**src/rtl/cpu_types_pkg.sv**
```systemverilog
// Shared CPU type definitions: opcode constants, immediate format codes and
// the occupancy states of the decode-stage skid buffer.
package cpu_types_pkg;

  localparam logic [6:0] OPC_RTYPE    = 7'b0110011;
  localparam logic [6:0] OPC_ITYPE    = 7'b0010011;
  localparam logic [6:0] OPC_ITYPE_LW = 7'b0000011;
  localparam logic [6:0] OPC_JALR     = 7'b1100111;
  localparam logic [6:0] OPC_STYPE    = 7'b0100011;
  localparam logic [6:0] OPC_BTYPE    = 7'b1100011;
  localparam logic [6:0] OPC_JAL      = 7'b1101111;
  localparam logic [6:0] OPC_LUI      = 7'b0110111;
  localparam logic [6:0] OPC_AUIPC    = 7'b0010111;
  localparam logic [6:0] OPC_HALT     = 7'b1111111;
  localparam logic [6:0] OPC_SYSTEM   = 7'b1110011;

  typedef enum logic [2:0] {
    FMT_NONE = 3'd0,
    FMT_I    = 3'd1,
    FMT_S    = 3'd2,
    FMT_B    = 3'd3,
    FMT_J    = 3'd4,
    FMT_U    = 3'd5,
    FMT_Z    = 3'd6
  } fmt_t;

  typedef enum logic [1:0] {
    ST_EMPTY = 2'd0,
    ST_ONE   = 2'd1,
    ST_FULL  = 2'd2
  } skid_state_t;

endpackage

```
**src/rtl/imm_decode_comb.sv**
```systemverilog
// Combinational immediate decoder: format, sign-extended immediate, illegal flag
// and PC-relative target enable. SYSTEM/CSR immediates need IMM_GEN_ZICSR_EN.
module imm_decode_comb
  import cpu_types_pkg::*;
#(
  parameter int XLEN = 32
) (
  input  logic [31:0]     instr,
  output fmt_t            fmt,
  output logic [XLEN-1:0] imm,
  output logic            illegal,
  output logic            tgt_en
);

  always_comb begin
    // NOTE: every output gets a default before the case so no path infers a latch.
    fmt     = FMT_NONE;
    imm     = '0;
    illegal = 1'b0;
    tgt_en  = 1'b0;

    case (instr[6:0])
      OPC_ITYPE, OPC_ITYPE_LW, OPC_JALR: begin
        // JALR targets depend on rs1, so no target is precomputed for it.
        fmt = FMT_I;
        imm = XLEN'($signed(instr[31:20]));
      end
      OPC_STYPE: begin
        fmt = FMT_S;
        imm = XLEN'($signed({instr[31:25], instr[11:7]}));
      end
      OPC_BTYPE: begin
        fmt    = FMT_B;
        imm    = XLEN'($signed({instr[31], instr[7], instr[30:25], instr[11:8], 1'b0}));
        tgt_en = 1'b1;
      end
      OPC_JAL: begin
        fmt    = FMT_J;
        imm    = XLEN'($signed({instr[31], instr[19:12], instr[20], instr[30:21], 1'b0}));
        tgt_en = 1'b1;
      end
      OPC_LUI: begin
        fmt = FMT_U;
        imm = XLEN'($signed({instr[31:12], 12'b0}));
      end
      OPC_AUIPC: begin
        fmt    = FMT_U;
        imm    = XLEN'($signed({instr[31:12], 12'b0}));
        tgt_en = 1'b1;
      end
      OPC_RTYPE, OPC_HALT: begin
        // Legal but carry no immediate.
        fmt = FMT_NONE;
      end
`ifdef IMM_GEN_ZICSR_EN
      OPC_SYSTEM: begin
        if (instr[14]) begin
          fmt = FMT_Z;
          imm = XLEN'(instr[19:15]);
        end
      end
`endif
      default: begin
        illegal = 1'b1;
      end
    endcase
  end

endmodule

```
**src/rtl/imm_decode_stage.sv**
```systemverilog
// Registered immediate-generation decode stage with a 2-entry skid buffer so
// in_ready is a flop. Optional CSR immediates are enabled by IMM_GEN_ZICSR_EN.
module imm_decode_stage
  import cpu_types_pkg::*;
#(
  parameter int XLEN = 32,
  parameter int PC_W = 32
) (
  input  logic            CLK,
  input  logic            nRST,
  input  logic            flush,
  input  logic            in_valid,
  output logic            in_ready,
  input  logic [31:0]     in_instr,
  input  logic [PC_W-1:0] in_pc,
  output logic            out_valid,
  input  logic            out_ready,
  output logic [31:0]     out_instr,
  output logic [PC_W-1:0] out_pc,
  output logic [XLEN-1:0] out_imm,
  output fmt_t            out_fmt,
  output logic [PC_W-1:0] out_target,
  output logic            out_illegal
);

  typedef struct packed {
    logic [31:0]     instr;
    logic [PC_W-1:0] pc;
    logic [XLEN-1:0] imm;
    fmt_t            fmt;
    logic [PC_W-1:0] target;
    logic            illegal;
  } entry_t;

  fmt_t            dec_fmt;
  logic [XLEN-1:0] dec_imm;
  logic            dec_illegal;
  logic            dec_tgt_en;

  imm_decode_comb #(.XLEN(XLEN)) u_dec (
    .instr   (in_instr),
    .fmt     (dec_fmt),
    .imm     (dec_imm),
    .illegal (dec_illegal),
    .tgt_en  (dec_tgt_en)
  );

  entry_t      in_entry;
  entry_t      head_d, head_q;
  entry_t      skid_d, skid_q;
  skid_state_t state_d, state_q;
  logic        out_valid_d, out_valid_q;
  logic        in_ready_d, in_ready_q;
  logic        accept;
  logic        pop;

  always_comb begin
    in_entry.instr   = in_instr;
    in_entry.pc      = in_pc;
    in_entry.imm     = dec_imm;
    in_entry.fmt     = dec_fmt;
    in_entry.target  = dec_tgt_en ? (in_pc + dec_imm[PC_W-1:0]) : '0;
    in_entry.illegal = dec_illegal;
  end

  assign accept = in_valid && in_ready_q && !flush;
  assign pop    = out_valid_q && out_ready;

  always_comb begin
    state_d = state_q;
    head_d  = head_q;
    skid_d  = skid_q;

    if (flush) begin
      state_d = ST_EMPTY;
    end else begin
      case (state_q)
        ST_EMPTY: begin
          if (accept) begin
            head_d  = in_entry;
            state_d = ST_ONE;
          end
        end
        ST_ONE: begin
          case ({accept, pop})
            2'b10: begin
              skid_d  = in_entry;
              state_d = ST_FULL;
            end
            2'b11: head_d  = in_entry;
            2'b01: state_d = ST_EMPTY;
            default: state_d = ST_ONE;
          endcase
        end
        ST_FULL: begin
          // in_ready is low here, so only a pop can move the buffer.
          if (pop) begin
            head_d  = skid_q;
            state_d = ST_ONE;
          end
        end
        default: state_d = ST_EMPTY;
      endcase
    end

    out_valid_d = (state_d != ST_EMPTY);
    in_ready_d  = (state_d != ST_FULL);
  end

  always_ff @(posedge CLK or negedge nRST) begin
    if (!nRST) begin
      state_q     <= ST_EMPTY;
      out_valid_q <= 1'b0;
      in_ready_q  <= 1'b1;
      // NOTE: the two entry registers are reset too, so every output reads 0 out of reset.
      head_q      <= '0;
      skid_q      <= '0;
    end else begin
      // NOTE: non-blocking assignments keep every flop sampling pre-edge values.
      state_q     <= state_d;
      out_valid_q <= out_valid_d;
      in_ready_q  <= in_ready_d;
      head_q      <= head_d;
      skid_q      <= skid_d;
    end
  end

  assign in_ready    = in_ready_q;
  assign out_valid   = out_valid_q;
  assign out_instr   = head_q.instr;
  assign out_pc      = head_q.pc;
  assign out_imm     = head_q.imm;
  assign out_fmt     = head_q.fmt;
  assign out_target  = head_q.target;
  assign out_illegal = head_q.illegal;

endmodule

```
**config.mk**
```make
export PLATFORM = sky130hd
export DESIGN_NAME = imm_decode_stage
export DESIGN_NICKNAME = d
export VERILOG_FILES = /design/src/rtl/cpu_types_pkg.sv /design/src/rtl/imm_decode_comb.sv /design/src/rtl/imm_decode_stage.sv
export SDC_FILE = /design/constraint.sdc
export NUM_CORES = 1
export LEC_CHECK = 0
export CORE_MARGIN = 2
export CORE_UTILIZATION = 30
export CTS_CLUSTER_SIZE = 25
export DETAILED_ROUTE_END_ITERATION = 8
export GPL_TIMING_DRIVEN = 0
export PLACE_DENSITY = 0.51
export SETUP_SLACK_MARGIN = 0.02
export SYNTH_ARGS = -nofsm -noshare
export SYNTH_HDL_FRONTEND = slang
export SYNTH_SLANG_ARGS = --single-unit
```
**constraint.sdc**
```tcl
create_clock -name CLK -period 2.4 [get_ports CLK]
set_input_delay 0.48 -clock CLK [delete_from_list [all_inputs] [get_ports CLK]]
set_output_delay 0.48 -clock CLK [all_outputs]
set_load 0.05 [all_outputs]
```
==> summary.txt <==
Routing
  • Drt total wl: 49800 um
  • Total iterations of the first detailed-routing run: 4
  • DR iter-0 viols: between 800 and 900
  • WL per Instance: 21.1 um
  • Routed Antenna Nets: 0
  • Vias per inst: 5.11
  • DR vias: between 10000 and 15000
  • Residual DRC: 0

Hold path
  • Hold/Removal Path Class: input port to register
  • Hold depth: 2
  • Startpoint of the worst hold path: in_instr[5]
  • Hold worst-path end: skid_q[105]

Floorplanning
  • Die Area: about 45000 um2
  • Num ports: about 200
  • Row cnt: 76
  • Initial Utilization: 0.304
  • Die Span Y: 213 um
  • Width of the die: between 200 and 250 um
  • Core Footprint: ~43000 um2

Synthesis
  • Synthesis Warnings: 0
  • Largest family of logic cells by synthesized area: compound AO/OA/AOI/OAI gates
  • Mux cell area share after synthesis: 0.0599
  • EDFF count, synth: 0
  • Most common cell in the netlist: nand2_1
  • Fraction of registers with async set/reset: 1.00
  • Syn Area/Cell: 9.14 um2
  • Syn_nets: around 1500
  • Register area share after synthesis: 0.512
  • Yosys reg bits: approximately 270
  • Synth area leaders: dfrtp_1 51%, nand2_1 8.3%, mux2_2 5.8%
  • Post-Synthesis Cells: 1434
  • Syn Std Cell Area: roughly 13000 um2
  • Main synth FF type: dfrtp_1
  • Synth Area in XOR/XNOR: 0.0187
  • Synth Area in Compound Gates: 0.183
  • Area leader, netlist: dfrtp_1
  • Post-Synth Simple-Gate Area: 0.155
  • Fraction of post-synthesis cell area in the top cell type by area: 0.510
  • Synth cell types: just under 60
  • Synth Area in Adders: 0.0311
  • Synth top cells by count: 290 x nand2_1, 267 x dfrtp_1, 145 x nor2_1, 98 x a21oi_1, 97 x o21ai_0

Timing
  • Period utilization: 1.54
  • Slew @ Worst Pin: between 800 and 900 ps
  • RSZ-0062 raised after global routing: true
  • Final Setup Violations: just under 60
  • Hold Slack: roughly 180 ps
  • Post-Route Setup TNS: -48820 ps
  • Fin. Hold Viols: 0
  • Final Critical Period: 3700 ps
  • Rel. slew slack: 0.460
  • Max Fclk: approximately 270 MHz
  • Final worst slack: -1300 ps
  • Final Skew: 26.1 ps
  • Final Max Tran Viols: 0

Worst setup path
  • R2R setup slack: about 130 ps
  • Crit end category: register
  • Startpoint types: input port
  • Critical Path Slowest Stage Cell: a221o_1
  • Worst Path Arrival: 4120 ps
  • Most frequent CP cell: o211ai_2
  • Setup CP Type: input port to register
  • Reg2Reg Capture Point: skid_q[26]
  • CP Max Fanout: 3
  • RR Startpoint: in_ready
  • Top delay family on crit path: compound AO/OA/AOI/OAI gates
  • Worst path buffer plus inverter count: 3
  • Req. time, crit path: roughly 2800 ps
  • Crit path cell chain: buf_8, clkbuf_16, and3b_2, nand2_2, o21a_1, nor3_4, a22oi_2, inv_2, ha_4, fa_2, a21oi_4, o211ai_2, a221o_1, a31oi_4, o211ai_2, a31o_1, a21oi_2, xor2_2, o31ai_1
  • Crit path depth: 19
  • Worst stage delay on the critical path: 390 ps
  • Cells on worst reg2reg path: 7

Outcome
  • Status: complete, but fails checks
  • Violated checks: negative setup slack

GRT
  • Largest net degree at the start of global routing: 104
  • Global-route wire length before repair: 73800 um
  • Vias in the first global route: around 12000
  • Initial antenna violation count: 0
  • GRT Residual Overflow: 0
  • Total GRT Usage: 0.220

Place
  • RePlAce Congestion: slightly below 0.9
  • Hpwl dp: about 36000 um
  • Number of port buffers: roughly 200

Power
  • Pwr dens: ~810 nW/um2
  • Peak supply drop: between 0.3 and 0.4 mV
  • Static leakage: between 8 and 9 nW

Final layout
  • Layout cells sized above 1: 0.256
  • Antenna Cells: 0
  • Fin nets: 1857
  • Area growth, synth to finish: 46.5%

Clock network
  • Clk_lat worst skew: between 500 and 600 ps
  • CTS max path bufs: 3
  • CTS Buf Count: 34
  • H-tree levels: 2
  • Clock-pin slew on the worst setup and hold paths: 60 ps
  • Root buf cell: clkbuf_16
  • Clk sinks: between 200 and 300
  • CTS tree: done

Job
  • Total of max-cap violations: 0
==> worst reg2reg max path: stages (launching register included) <==
cell,delay [ps]
dfstp_2,550
nand2_1,100
nor3_1,140
nand3_1,150
buf_2,280
clkbuf_2,290
clkbuf_1,340
a22o_1,330
==> routing by layer <==
layer,vias up,GRT usage,routed length [um]
li1,5615,-,-
met1,6034,0.302,22100
met2,346,0.344,23000
met3,91,0.0318,2620
met4,0,0.0984,2050
met5,-,0,0
==> placed cells by master, fill, tap and decap left out, types with 17 or more instances in the layout <==
cell | Yosys | final
nand2_1 | 290 | 275
dfrtp_1 | 267 | 267
clkdlybuf4s50_1 | 0 | 193
nor2_1 | 145 | 138
a31oi_1 | 82 | 80
buf_4 | 0 | 71
o21ai_0 | 97 | 70
mux2_2 | 67 | 67
a21oi_1 | 98 | 56
o21ai_1 | 26 | 42
clkbuf_2 | 0 | 40
clkbuf_1 | 87 | 36
clkbuf_16 | 0 | 35
inv_1 | 40 | 29
a21oi_2 | 4 | 29
buf_6 | 0 | 19
a21oi_4 | 0 | 17
==> logic make-up after synthesis <==
kind of cell / after synthesis
AND/OR/NAND/NOR: 502
buffers and inverters: 138
XOR/XNOR: 28
flip-flops: 268
adder cells (fa/ha/maj): 32
multiplexers: 70
AO/OA/AOI/OAI: 396
==> metrics by stage <==
step	area, um2	total power, W	std cells	utilization	worst slack, ps
after global routing	19200	0.0161	2364	0.446	-1390
after detailed placement	16200	0.00995	2222	0.376	-2740
after CTS	18500	0.0155	2332	0.429	-1260
after global placement	16100	0.00989	2220	0.374	-11370
after floorplan	13400	0.00833	1434	-	-1450
final	19200	0.0155	2364	0.446	-1300
==> registers in the layout, indices dropped and copies added, names as in the netlist <==
name	flops
out_fmt	3
skid_q	132
out_pc	32
state_q	2
out_imm	32
out_instr	32
out_illegal	1
in_ready	1
out_valid	1
out_target	32
==> repair_timing <==
item                                    in CTS  in global routing
endpoints found under the setup margin     259                220
endpoints found under the hold margin       78                  0
pin swaps                                   78                 77
gates cloned                                 1                  0
gates resized for setup                    196                152
buffers inserted                            52                 38
hold buffers                                 1                  0
==> worst max-delay path by stage <==
stage                      startpoint        endpoint
after floorplan           in_instr[2]  out_target[28]
after global placement           nRST       out_pc[1]
after detailed placement  in_instr[0]      skid_q[29]
after CTS                 in_instr[2]  out_target[28]
after global routing      in_instr[6]      skid_q[29]
final                     in_instr[6]      skid_q[29]
==> final cells by class <==
class	count	area, um2
clock buffers	42	921
inverters	40	168
well taps	585	732
flip-flops and latches	268	6710
fillers	4132	23900
clock inverters	17	241
multi-input cells	1029	7110
plain buffers	93	512
repair buffers	290	2810
==> power breakdown <==
part           internal, W  leakage [nW]  total [W]  switching, W
sequential         0.00536          3.38    0.00582      0.000467
clock              0.00328         0.567    0.00535       0.00207
combinational      0.00160          4.33    0.00429       0.00269
Power figures use the tool's default switching activity.
